## src/rtl/square_wave_oscillator.sv

```systemverilog
// rtl/square_wave_oscillator.sv - tick-driven square wave with per-period latched high/low lengths.
// Optional macro SQUARE_OSC_SYNC_RESTART_EN: disable restarts the period instead of pausing it.
module square_wave_oscillator #(
  parameter int                 SAMPLE_RATE = 48000,
  parameter logic signed [15:0] HIGH_LEVEL  = 16'sd16384,
  parameter logic signed [15:0] LOW_LEVEL   = -16'sd16384
) (
  input  logic               clk,
  input  logic               I_RST,
  input  logic               audio_clk_en,
  input  logic               enable,
  input  logic        [15:0] high_ticks,
  input  logic        [15:0] low_ticks,
  output logic signed [15:0] out,
  output logic               period_done
);

  typedef enum logic [1:0] {
    S_IDLE = 2'd0,
    S_HIGH = 2'd1,
    S_LOW  = 2'd2
  } state_e;

  state_e             state_q;
  logic        [15:0] cnt_q;
  logic        [15:0] hi_q;
  logic        [15:0] lo_q;
  logic signed [15:0] out_q;
  logic               period_done_q;
`ifndef SQUARE_OSC_SYNC_RESTART_EN
  logic               pause_q;
`endif

  logic        [15:0] hi_len_d;
  logic        [15:0] lo_len_d;
  logic        [15:0] hi_last_d;
  logic        [15:0] lo_last_d;
  logic               unused_sample_rate;

  assign unused_sample_rate = (SAMPLE_RATE > 0);

  // Clamping at latch time keeps the last-count compare within 0..65534.
  assign hi_len_d  = (high_ticks == 16'd0) ? 16'd1 : high_ticks;
  assign lo_len_d  = (low_ticks == 16'd0) ? 16'd1 : low_ticks;
  assign hi_last_d = hi_q - 16'd1;
  assign lo_last_d = lo_q - 16'd1;

  always_ff @(posedge clk) begin
    if (I_RST) begin
      state_q       <= S_IDLE;
      cnt_q         <= '0;
      hi_q          <= '0;
      lo_q          <= '0;
      out_q         <= '0;
      period_done_q <= 1'b0;
`ifndef SQUARE_OSC_SYNC_RESTART_EN
      pause_q       <= 1'b0;
`endif
    end else begin
      period_done_q <= 1'b0;
      if (audio_clk_en) begin
        if (!enable) begin
          out_q <= '0;
`ifdef SQUARE_OSC_SYNC_RESTART_EN
          state_q <= S_IDLE;
          cnt_q   <= '0;
`else
          if (state_q != S_IDLE) pause_q <= 1'b1;
`endif
        end else begin
`ifndef SQUARE_OSC_SYNC_RESTART_EN
          // A resume tick is also an ordinary phase tick at the frozen count.
          if (pause_q) pause_q <= 1'b0;
`endif
          case (state_q)
            S_IDLE: begin
              hi_q    <= hi_len_d;
              lo_q    <= lo_len_d;
              cnt_q   <= '0;
              state_q <= S_HIGH;
              out_q   <= HIGH_LEVEL;
            end
            S_HIGH: begin
              if (cnt_q == hi_last_d) begin
                cnt_q   <= '0;
                state_q <= S_LOW;
                out_q   <= LOW_LEVEL;
              end else begin
                cnt_q <= cnt_q + 16'd1;
                out_q <= HIGH_LEVEL;
              end
            end
            S_LOW: begin
              if (cnt_q == lo_last_d) begin
                cnt_q         <= '0;
                hi_q          <= hi_len_d;
                lo_q          <= lo_len_d;
                state_q       <= S_HIGH;
                out_q         <= HIGH_LEVEL;
                period_done_q <= 1'b1;
              end else begin
                cnt_q <= cnt_q + 16'd1;
                out_q <= LOW_LEVEL;
              end
            end
            default: begin
              state_q <= S_IDLE;
              cnt_q   <= '0;
              out_q   <= '0;
            end
          endcase
        end
      end
    end
  end

  assign out         = out_q;
  assign period_done = period_done_q;

endmodule

```

## config.mk

```make
export PLATFORM = sky130hd
export DESIGN_NAME = square_wave_oscillator
export DESIGN_NICKNAME = d
export VERILOG_FILES = /design/src/rtl/square_wave_oscillator.sv
export SDC_FILE = /design/constraint.sdc
export NUM_CORES = 1
export LEC_CHECK = 0
export ABC_AREA = 1
export CORE_MARGIN = 2
export CORE_UTILIZATION = 50
export CTS_CLUSTER_DIAMETER = 40
export DETAILED_ROUTE_END_ITERATION = 7
export PLACE_DENSITY = 0.74
export SLEW_MARGIN = 20
export SYNTH_ARGS = -nofsm -noshare
export SYNTH_HDL_FRONTEND = slang
export SYNTH_SLANG_ARGS = --single-unit
```

## constraint.sdc

```tcl
create_clock -name clk -period 3.85 [get_ports clk]
set_input_delay 1.155 -clock clk [delete_from_list [all_inputs] [get_ports clk]]
set_output_delay 1.155 -clock clk [all_outputs]
set_load 0.01 [all_outputs]
```

**Yosys cells after proc, flatten, opt, wreduce, memory -nomap -nowiden**

Index checks and enable logic that the tools add are counted.

- Add/sub/neg operators: 3
- Equal/unequal tests: 6
- Mux-type cells: 17
- Bitwise gates (word level): 3
- Reductions and logical operators: 8

Operators with widths:

| operator | number |
|---|---|
| two-way mux 16 bit | 9 |
| case mux 16 bit (2 select lines) | 3 |
| case mux 16 bit (3 select lines) | 1 |
| equality test 16 bit | 2 |
| zero test 16 bit | 2 |
| subtractor 16 x 1 -> 16 bit, second input constant | 2 |
| adder 16 x 1 -> 16 bit, second input constant | 1 |
| AND reduction 4 bit | 2 |
| case mux 2 bit (3 select lines) | 1 |
| two-way mux 2 bit | 2 |
| inequality test 2 bit, second input constant | 2 |
| OR reduction 4 bit | 1 |
| NOT 1 bit | 3 |
| equality test 2 x 1 -> 1 bit, second input constant | 1 |
| equality test 2 bit, second input constant | 1 |
| zero test 2 bit | 1 |
| AND reduction 2 bit | 1 |
| nonzero test 2 bit | 1 |
| two-way mux 1 bit | 1 |

- Bits in registers: 67
- Input port bits: 36
- Output and inout port bits: 17
- Word-level logic and storage cells: 43

**Longest topological paths before layout**

- Depth in word-level cells: 5
- Depth in mapped cells: 17
- Depth with buffers taken out: 17

**Worst setup path after synthesis**

OpenSTA, ideal clock, no wires.

- Path type: input port to flip-flop
- Start point: input port enable
- End point: register cnt_q[2]
- Setup time: 0.070 ns
- Arrival: 2.106 ns
- Data required time: 3.780 ns
- Slack: 1.673 ns
- Stages on the path: 7
- Buffers on the path: 1
- Cell sequence: nand2_1 inv_1 nand2_1 inv_1 buf_1 nand3_1 a21oi_1

- Cells in the longest elaborated chain, start to end: 1

Ends and longest elaborated chain:

| what | RTL line | source |
|---|---|---|
| start: declaration | 11 | `input logic enable,` |
| AND reduction 2 bit (no source line) | - |  |
| end signal: assignment | 89 | `cnt_q <= cnt_q + 16'd1;` |
| end signal: assignment | 102 | `cnt_q <= cnt_q + 16'd1;` |
| end: declaration | 25 | `logic [15:0] cnt_q;` |

Every way passes these cells.
A chain may end at the register's enable or synchronous reset.

**Worst setup path after layout**

- Start point: input port audio_clk_en
- End point: register hi_q[2]

- Cells in the longest elaborated chain, start to end: 1

Ends and longest elaborated chain:

| what | RTL line | source |
|---|---|---|
| start: declaration | 10 | `input logic audio_clk_en,` |
| AND reduction 4 bit (no source line) | - |  |
| end signal: assignment | 77 | `hi_q <= hi_len_d;` |
| end signal: assignment | 96 | `hi_q <= hi_len_d;` |
| end: declaration | 26 | `logic [15:0] hi_q;` |

Every way passes these cells.

==> reports/qor.csv <==
stage,metric,value,unit
synth,syn_area_per_cell,6.09,um^2
critical_path,WP data arrival,2.99,ns
grt,largest net degree at the start of global routing,35,
drt,overall routed net length,9590,um
timing,fmax,366,MHz
drt,Vias/cell,5.12,
timing,RSZ-0062 raised after global routing,false,
synth,Post-Syn Area,3970,um^2
final_layout,layout net count,713,
final_layout,Ant. Diodes,0,
timing,worst slew pin tran,0.687,ns
synth,Synth Area in Simple Gates,0.423,
floorplanning,DIE AREA,8660,um^2
synth,main combinational cell family by area after synthesis,simple AND/OR/NAND/NOR gates,
clocking,CTS max path bufs,2,
hold_path,WHS Endpoint,out[15]$_SDFFE_PP0P_,
synth,sequential area share after synthesis,0.267,
critical_path,worst reg2reg endpoint,hi_q[2]$_SDFFE_PP0P_,
floorplanning,number of top-level pins,53,
synth,post-synthesis xor/xnor area fraction,0.0883,
critical_path,reg2reg setup slack,1.27,ns
critical_path,CP Max Fanout,24,
final_layout,"most common cell after layout, fill and taps aside",nand2_1,
power_and_ir_drop,clock share of power,0.297,
clocking,cts repair resizes,0,
critical_path,reg2reg start,lo_q[0]$_SDFFE_PP0P_,
timing,Final Hold Violating Endpoints,0,
synth,Synth area leader,dfxtp_1,
synth,Cell variety after synth,29,
run,Max-Cap Viols,0,
drt,DRC viols,0,
final_layout,flip-flop and latch area,1060,um^2
final_layout,fillers,786,
drt,DR WL/cell,12.4,um
grt,grt ovf,0,
synth,Syn Inst Count,651,
final_layout,multi-input logic area,2440,um^2
critical_path,crit path kind,in2reg,
drt,Final ANT Viol Nets,0,
floorplanning,Die Ht,93.1,um
power_and_ir_drop,Seq pwr share,0.432,
drt,initial DRC count,246,
synth,synthesized flop and latch total,53,
power_and_ir_drop,Pint,0.924,mW
drt,DR pass1 iterations,7,
grt,GRT Total Usage,0.231,
clocking,root buffer cell,clkbuf_8,
critical_path,Worst R2R Path Depth,15,
power_and_ir_drop,Sw Pwr,0.452,mW
final_layout,final core occ,0.570,
floorplanning,row count,32,
grt,number of global-route vias before repair,3627,
synth,post-synthesis adder-cell area fraction,0.0252,
drt,routed via count,3952,
critical_path,Worst EP required,4.11,ns
clocking,H-tree levels,2,
critical_path,element type at the critical path end,register,
power_and_ir_drop,leakage,2.14,nW
clocking,Post-CTS Hold Fix Bufs,0,
hold_path,Hold Path Stages,2,
grt,antenna violations before repair,0,
clocking,worst skew pair latency,0.32,ns
clocking,Num CTS Buffers,5,
synth,compound-gate portion of the synthesized area,0.0643,
clocking,Worst-path clk slew,0.10,ns
final_layout,share of cells above drive strength 1,0.0328,
grt,first-pass GRT wire length,16400,um
timing,period utilization,0.709,
synth,mux share of post-synthesis cell area,0,
clocking,postcts setup bufs,0,
synth,yosys warns,0,
floorplanning,core area,7730,um^2
timing,max-slew violation count,0,
clocking,clock sinks,53,
timing,final setup violation count,0,
clocking,CTS tree,built,
timing,Tmin final,2.73,ns
final_layout,"commonest non-fill, non-tap cells in the layout","nand2_1 (196), nor2_1 (92), inv_1 (65)",
power_and_ir_drop,pwr/cell area,312,nW/um^2
timing,Clock Skews,0.00547,ns
outcome,status,completed,
power_and_ir_drop,switching share of total power,0.328,
power_and_ir_drop,Peak supply drop,185,uV
floorplanning,Die Wd,93.1,um
placement,Buffers on Ports,38,
final_layout,P&R area growth vs syn,11.1,%
placement,gp weighted congestion,0.908,
timing,Fin Setup TNS,0,ns
timing,relative slew slack,0.539,
floorplanning,initial core utilization,0.513,
power_and_ir_drop,logic gate share of total power,0.271,
synth,Synth area leaders,"dfxtp_1 (27%), nand2_1 (19%), nor2_1 (8.7%)",
synth,top cell type's share of synthesized area,0.267,
hold_path,hold wc startpoint,out[15]$_SDFFE_PP0P_,
placement,hpwl dp,7400,um
critical_path,crit start category,input pin,
hold_path,worst min path class,reg2reg,
==> cells in the mapped netlist <==
| cell type | n |
|---|---|
| inv_2 | 1 |
| nand3b_1 | 7 |
| clkinv_1 | 1 |
| buf_4 | 15 |
| nor4_1 | 9 |
| nand4_1 | 30 |
| a41o_1 | 2 |
| xnor2_1 | 21 |
| buf_6 | 4 |
| nand3_2 | 1 |
| nor2_1 | 92 |
| conb_1 | 1 |
| buf_2 | 12 |
| buf_1 | 2 |
| nor2_4 | 2 |
| or2_2 | 1 |
| clkbuf_1 | 11 |
| dfxtp_1 | 53 |
| and3_1 | 1 |
| ha_1 | 8 |
| o21ai_0 | 9 |
| nand2_1 | 196 |
| nor2_2 | 3 |
| nand2_2 | 2 |
| inv_1 | 65 |
| xor2_1 | 19 |
| a21oi_1 | 38 |
| nor3_1 | 6 |
| nand3_1 | 39 |
==> critical path, cell delays in order <==
cell and delay [ns]:
clkdlybuf4s50_1 0.47, nand2_1 0.35, inv_1 0.18, buf_4 0.25, nand3_2 0.10, buf_4 0.24
nand2_1 0.08, nand2_1 0.05, nor2_1 0.09
==> routing by layer <==
metal / wire length (um) / track usage / share of wire
met1: 4620 / 0.312 / 0.48
met2: 4480 / 0.394 / 0.47
met3: 415 / 0.0322 / 0.043
met4: 75 / 0.0478 / 0.0078
met5: 0 / 0 / 0
==> worst max-delay path by stage <==
stage / slack, ns / depth (start not counted) / start / end
after detailed placement: 0.79 / 8 / audio_clk_en / lo_q[2]$_SDFFE_PP0P_
after global placement: 0.85 / 9 / audio_clk_en / hi_q[1]$_SDFFE_PP0P_
final: 1.12 / 9 / audio_clk_en / hi_q[2]$_SDFFE_PP0P_
after global routing: 0.98 / 9 / enable / hi_q[2]$_SDFFE_PP0P_
after CTS: 1.13 / 9 / audio_clk_en / hi_q[2]$_SDFFE_PP0P_
after floorplan: 1.67 / 7 / enable / cnt_q[2]$_SDFFE_PP0P_
==> through the flow <==
stage | total power, mW | area, um^2 | worst slack, ns | hold slack [ns] | std cells
floorplan | 0.885 | 4020 | 1.67 | 0.451 | 664
global placement | 0.964 | 4290 | 0.848 | 0.460 | 764
detailed placement | 0.973 | 4290 | 0.794 | 0.464 | 764
CTS | 1.38 | 4410 | 1.13 | 0.481 | 772
global route | 1.46 | 4410 | 0.975 | 0.513 | 772
finish | 1.38 | 4410 | 1.12 | 0.476 | 772
==> state kept, by name, indices dropped and copies added (netlist names) <==
signal / cells
cnt_q: 16
period_done: 1
out: 2
hi_q: 16
state_q: 2
lo_q: 16
==> layout make-up <==
cell class,instances,area share
multi-input combinational,500,0.553
sequential,53,0.241
clock inverter,2,0.00852
clock buffer,6,0.0187
inverter,67,0.0571
tap,102,0.0290
timing repair buffer,42,0.0931
==> power groups by stage <==
stage,Sequential (mW),Clock [mW],Combinational (mW)
final,0.594,0.409,0.373
after global routing,0.598,0.440,0.428
after CTS,0.594,0.415,0.370
after detailed placement,0.606,0,0.366
after global placement,0.606,0,0.358
after floorplan,0.600,0,0.285
==> kinds of logic (layout without fill, tap and decap cells) <==
group	Yosys count	count (layout)
other cells	1	14
buf+inv	111	117
xor+xnor	40	40
compound gates	49	49
flops	53	53
simple gates	389	389
fa+ha+maj	8	8
(Power assumes the default switching activity.)
